## src/rtl/fmadd_round_arbiter.sv

```systemverilog
// Round-robin share of the FMADD rounding unit between the add/sub and FMA paths.
// Two-stage pipe: S1 drives the rounding unit, S2 holds the rounded result.
module fmadd_round_arbiter #(
    parameter int man = 22,
    parameter int exp = 7,
    parameter int TAG = 4
) (
    input  logic                 clk,
    input  logic                 rst,

    input  logic                 req0_valid,
    output logic                 req0_ready,
    input  logic [man+exp+13:0]  req0_data,
    input  logic [TAG-1:0]       req0_tag,

    input  logic                 req1_valid,
    output logic                 req1_ready,
    input  logic [man+exp+13:0]  req1_data,
    input  logic [TAG-1:0]       req1_tag,

    input  logic [2:0]           csr_frm,

    output logic [man+1:0]       rnd_mantissa,
    output logic [exp+1:0]       rnd_exponent,
    output logic                 rnd_sign,
    output logic                 rnd_guard,
    output logic                 rnd_round,
    output logic                 rnd_sticky,
    output logic [2:0]           rnd_frm,
    output logic                 rnd_a_eq_b,
    output logic                 rnd_uf_a,
    output logic                 rnd_nx_mul,

    input  logic [man:0]         rnd_res_mantissa,
    input  logic [exp:0]         rnd_res_exponent,
    input  logic                 rnd_res_sign,
    input  logic [2:0]           rnd_res_flags,

    output logic                 out_valid,
    input  logic                 out_ready,
    output logic [exp+man+2:0]   out_result,
    output logic [2:0]           out_flags,
    output logic                 out_src,
    output logic [TAG-1:0]       out_tag,
    output logic                 out_illegal,

    input  logic                 fflags_clr,
    output logic [4:0]           fflags_acc
);

    localparam int DW   = man + exp + 14;
    localparam int M_LO = 9;
    localparam int M_HI = man + 10;
    localparam int E_LO = man + 11;
    localparam int E_HI = man + exp + 12;
    localparam int S_B  = man + exp + 13;

    logic           s1_valid;
    logic           s1_src;
    logic           s1_illegal;
    logic [TAG-1:0] s1_tag;
    logic           rr_ptr;

    logic           s2_load;
    logic           s1_can_load;
    logic           grant0;
    logic           grant1;
    logic           accept;

    logic [DW-1:0]  sel_data;
    logic [TAG-1:0] sel_tag;
    logic [2:0]     res_frm;
    logic           res_illegal;
    logic           out_fire;
    logic [4:0]     acc_next;

    assign s2_load     = s1_valid & (!out_valid | out_ready);
    assign s1_can_load = !s1_valid | s2_load;

    // On contention rr_ptr picks the winner; a lone requester always wins.
    assign grant0 = s1_can_load & req0_valid & (!req1_valid | !rr_ptr);
    assign grant1 = s1_can_load & req1_valid & (!req0_valid | rr_ptr);
    assign accept = grant0 | grant1;

    assign req0_ready = grant0 & !rst;
    assign req1_ready = grant1 & !rst;

    always_comb begin
        sel_data = req0_data;
        sel_tag  = req0_tag;
        if (grant1) begin
            sel_data = req1_data;
            sel_tag  = req1_tag;
        end
    end

    always_comb begin
        res_frm = sel_data[5:3];
        if (sel_data[5:3] == 3'b111) begin
            res_frm = csr_frm;
        end
        res_illegal = res_frm[2] & (res_frm[1] | res_frm[0]);
    end

    always_ff @(posedge clk or posedge rst) begin
        if (rst) begin
            rr_ptr <= 1'b0;
        end else if (accept) begin
            rr_ptr <= grant0;
        end
    end

    always_ff @(posedge clk or posedge rst) begin
        if (rst) begin
            s1_valid     <= 1'b0;
            s1_src       <= 1'b0;
            s1_illegal   <= 1'b0;
            s1_tag       <= '0;
            rnd_mantissa <= '0;
            rnd_exponent <= '0;
            rnd_sign     <= 1'b0;
            rnd_guard    <= 1'b0;
            rnd_round    <= 1'b0;
            rnd_sticky   <= 1'b0;
            rnd_frm      <= 3'b000;
            rnd_a_eq_b   <= 1'b0;
            rnd_uf_a     <= 1'b0;
            rnd_nx_mul   <= 1'b0;
        end else if (s1_can_load) begin
            s1_valid <= accept;
            if (accept) begin
                s1_src       <= grant1;
                s1_illegal   <= res_illegal;
                s1_tag       <= sel_tag;
                rnd_sign     <= sel_data[S_B];
                rnd_exponent <= sel_data[E_HI:E_LO];
                rnd_mantissa <= sel_data[M_HI:M_LO];
                rnd_guard    <= sel_data[8];
                rnd_round    <= sel_data[7];
                rnd_sticky   <= sel_data[6];
                rnd_frm      <= res_illegal ? 3'b000 : res_frm;
                rnd_a_eq_b   <= sel_data[2];
                rnd_uf_a     <= sel_data[1];
                rnd_nx_mul   <= sel_data[0];
            end
        end
    end

    always_ff @(posedge clk or posedge rst) begin
        if (rst) begin
            out_valid   <= 1'b0;
            out_result  <= '0;
            out_flags   <= 3'b000;
            out_src     <= 1'b0;
            out_tag     <= '0;
            out_illegal <= 1'b0;
        end else if (s2_load) begin
            out_valid   <= 1'b1;
            out_src     <= s1_src;
            out_tag     <= s1_tag;
            out_illegal <= s1_illegal;
            if (s1_illegal) begin
                out_result <= '0;
                out_flags  <= 3'b000;
            end else begin
                out_result <= {rnd_res_sign, rnd_res_exponent, rnd_res_mantissa};
                out_flags  <= rnd_res_flags;
            end
        end else if (out_ready) begin
            out_valid <= 1'b0;
        end
    end

    assign out_fire = out_valid & out_ready;

    // Clear first, then merge this cycle's result so its bits survive.
    always_comb begin
        acc_next = fflags_acc;
        if (fflags_clr) begin
            acc_next = 5'b00000;
        end
        if (out_fire) begin
            if (out_illegal) begin
                acc_next[4] = 1'b1;
            end else begin
                acc_next[2] = acc_next[2] | out_flags[1];
                acc_next[1] = acc_next[1] | out_flags[2];
                acc_next[0] = acc_next[0] | out_flags[0];
            end
        end
        acc_next[3] = 1'b0;
    end

    always_ff @(posedge clk or posedge rst) begin
        if (rst) begin
            fflags_acc <= 5'b00000;
        end else begin
            fflags_acc <= acc_next;
        end
    end

endmodule
```

## config.mk

```make
export PLATFORM = sky130hd
export DESIGN_NAME = fmadd_round_arbiter
export DESIGN_NICKNAME = d
export VERILOG_FILES = /design/src/rtl/fmadd_round_arbiter.sv
export SDC_FILE = /design/constraint.sdc
export NUM_CORES = 1
export LEC_CHECK = 0
export CELL_PAD_IN_SITES_DETAIL_PLACEMENT = 1
export CELL_PAD_IN_SITES_GLOBAL_PLACEMENT = 2
export CORE_MARGIN = 2
export CORE_UTILIZATION = 22
export DETAILED_ROUTE_END_ITERATION = 7
export PLACE_DENSITY_LB_ADDON = 0.2
export SLEW_MARGIN = 40
export SYNTH_ARGS = -nofsm -noshare
export SYNTH_HDL_FRONTEND = slang
export SYNTH_SLANG_ARGS = --single-unit
```

## constraint.sdc

```tcl
create_clock -name clk -period 3.3 [get_ports clk]
set_input_delay 0.33 -clock clk [delete_from_list [all_inputs] [get_ports clk]]
set_output_delay 0.33 -clock clk [all_outputs]
set_load 0.01 [all_outputs]
```

==> results.py <==
metrics = {
    "yosys": {
        "synth-async-reset-ratio": 1.00,
        "synth_area_sq_um": 4350,
        "synth_enable_flop_cells": 0,
        "synth_flop_cell": "dfrtp_1",
        "synth.largest_area_cell": "dfrtp_1",
        "netlist_top_cells_count": "136 x nand2_1, 97 x dfrtp_1, 51 x nor2_1",
        "synth.most_common_cell": "nand2_1",
        "synth.distinct_cells": 30,
        "syn_nets": 621,
        "syn_inst": 483,
        "synth_top_area_frac": 0.558,
        "ys_seq_area_frac": 0.558,
        "synth_top_cells_by_area": "dfrtp_1 56%, nand2_1 12%, a31oi_1 6.5%",
        "ys_seq_elements": 97,
        "ys_warn_count": 0,
        "avgSynthCellArea_sq_um": 9.00,
    },
    "route": {
        "wire_per_inst_um": 16.0,
        "vias_per_cell": 4.33,
        "num_vias": 4174,
        "ant_nets": 0,
        "wirelength_mm": 15.4,
        "drc": 0,
        "drt_iter0_markers": 104,
        "drtPass1Iterations": 4,
    },
    "worst_setup_path": {
        "cp.depth": 5,
        "end_kind": "primary output",
        "cp-start-kind": "input pin",
        "cp-startpoint": "out_ready",
        "crit_top_cell": "clkdlybuf4s50_1",
        "r2r_end": "rnd_mantissa[17]",
        "crit_family": "buffers and inverters",
        "crit_chain": "clkdlybuf4s50_1 -> nand3b_4 -> nand3_4 -> nor2_1 -> clkdlybuf4s50_1",
        "critPathMaxStageDelay_ps": 570,
        "required_ps": 2970,
        "endpoint": "req1_ready",
        "crit-reg2reg-launch": "out_valid",
        "slowest_stage": "clkdlybuf4s50_1",
        "worst-r2r-setup-slack_ps": 1470,
        "worstPathArrival_ps": 1910,
        "path_buf_inv": 2,
        "path_class": "input pin to primary output",
        "crit_fanout": 8,
        "reg2reg_depth": 6,
    },
    "global_route": {
        "grt_pass1_wl_mm": 24.1,
        "grt_max_degree": 98,
        "first_global_vias": 4612,
        "overflow": 0,
        "antenna_found_initial": 0,
        "grtUsageTotal": 0.148,
    },
    "power_and_ir_drop": {
        "p_leak_uw": 0.00301,
        "p_clk_frac": 0.281,
        "p_per_area_nw_per_um2": 572,
        "p_total_uw": 4120,
        "seq_power_share": 0.395,
        "p_switching_uw": 1220,
        "p_int_uw": 2900,
        "irDropWorstVdd_uv": 226,
        "switching_share": 0.296,
        "combPwrFrac": 0.324,
    },
    "timing": {
        "fin_setup_tns_ps": 0,
        "layout_setup_ws_ps": 1060,
        "rsz0062_at_grt": "no",
        "slew_viol_final": 0,
        "hold_ws_ps": 489,
        "final_hold_viol_count": 0,
        "max_freq_mhz": 446,
        "worst_slew_pin_slew_ps": 615,
        "finalCritPeriodShare": 0.679,
        "relSlewSlack": 0.590,
        "fin_skew_ps": 10.4,
        "fin_crit_ps": 2240,
        "finalSetupViolCount": 0,
    },
    "die": {
        "dieArea_sq_um": 20900,
        "core_sq_um": 19400,
        "start_util": 0.224,
        "die_h_um": 145,
        "rows": 51,
        "ios": 230,
        "die_width_um": 145,
    },
    "place": {
        "pre_cts_ws_ps": 991,
        "gp_congestion": 0.731,
        "port-buffer-count": 228,
        "dpl.hpwl_mm": 11.0,
    },
    "cts": {
        "post_cts_resize_count": 0,
        "cts_max_level": 3,
        "cts_made_buffers": 9,
        "hold_buffers": 0,
        "clk_latency_ps": 350,
        "cts.sinks": 97,
        "cts_max_path_buffers": 2,
        "post_cts_buffers": 0,
        "tritoncts": "yes",
        "clockRootBuffer": "clkbuf_16",
        "path_clk_slew_ps": 70,
    },
    "finish": {
        "drive_gt1_frac": 0.0443,
        "n_fill_cell": 2250,
        "syn_to_final_growth_pct": 65.7,
        "antennaDiodeCount": 0,
        "final_core_util": 0.371,
        "multiInputGateArea_sq_um": 1730,
        "fin_nets": 834,
        "regArea_sq_um": 2430,
    },
    "worst_hold_path": {
        "min_path_type": "flip-flop to flip-flop",
    },
    "status": {
        "status": "completed",
    },
    "run": {
        "cap_violations": 0,
    },
}
-- layout make-up --
type | count | area share
clock buffers | 11 | 0.0337
clock inverters | 4 | 0.0106
inverters | 7 | 0.00400
multi-input cells | 345 | 0.240
flip-flops and latches | 97 | 0.337
well taps | 265 | 0.0460
repair buffers | 236 | 0.329
-- stage by stage --
stage / instance area, sq um / cells
after global placement: 6880 / 950
final: 7200 / 965
after global routing: 7200 / 965
after detailed placement: 6880 / 950
after floorplan: 4350 / 483
after CTS: 7200 / 965
-- worst min path at each step --
stage                               from             end  depth (start not counted)  slack (ps)
final                          s1_tag[0]      out_tag[0]                          1         490
after global routing       out_result[3]   out_result[3]                          2         520
after CTS                 out_result[28]  out_result[28]                          2         490
after detailed placement          s1_src          s1_src                          2         470
after floorplan               fflags_clr   fflags_acc[1]                          1         430
after global placement            s1_src          s1_src                          2         450
-- flip-flops by register name, indices dropped and copies added, names as in the netlist, 3 cells and up --
register	cells
out_result	32
fflags_acc	4
out_tag	4
rnd_exponent	9
rnd_frm	3
s1_tag	4
rnd_mantissa	24
out_flags	3
-- cell families (layout without fill, tap and decap cells) --
kind of cell | Yosys count | count (layout) | synth area share
muxes | 8 | 8 | 0.0213
and+or+nand+nor | 239 | 239 | 0.243
DFF | 97 | 97 | 0.558
other | 1 | 1 | 0.000863
AOI/OAI and AO/OA | 97 | 97 | 0.130
buffers and inverters | 41 | 258 | 0.0461
-- metal layers --
| layer | part of all wire | up-vias | track usage |
|---|---|---|---|
| met5 | 0 | - | 0 |
| met4 | 0.012 | 0 | 0.0383 |
| met3 | 0.084 | 16 | 0.0520 |
| met2 | 0.47 | 153 | 0.250 |
| met1 | 0.43 | 1989 | 0.180 |
| li1 | - | 2016 | - |
-- power groups by stage --
stage | logic, uW | registers (uW) | clock network, uW
2_1_floorplan | 446 | 1720 | 0
6_report | 1330 | 1630 | 1160
3_5_place_dp | 1360 | 1650 | 0
5_1_grt | 1470 | 1670 | 1240
4_1_cts | 1360 | 1630 | 1210
3_3_place_gp | 1340 | 1640 | 0
-- worst reg2reg max path, delay by kind of cell (launching register included) --
kind	cells	cell delay, ps
AOI/OAI and AO/OA	1	160
buffers and inverters	2	730
DFF	1	460
and+or+nand+nor	3	400
-- cell usage in the layout (no fill, tap or decap), types with 9 or more instances in the layout --
cell | Yosys | routed
nand2b_1 | 39 | 39
dfrtp_1 | 97 | 96
clkbuf_16 | 0 | 9
clkdlybuf4s50_1 | 0 | 228
nand2_1 | 136 | 135
a31oi_1 | 45 | 45
nor2_1 | 51 | 51
o21ai_1 | 39 | 39
Note: power is estimated with default switching activity, not from simulation.
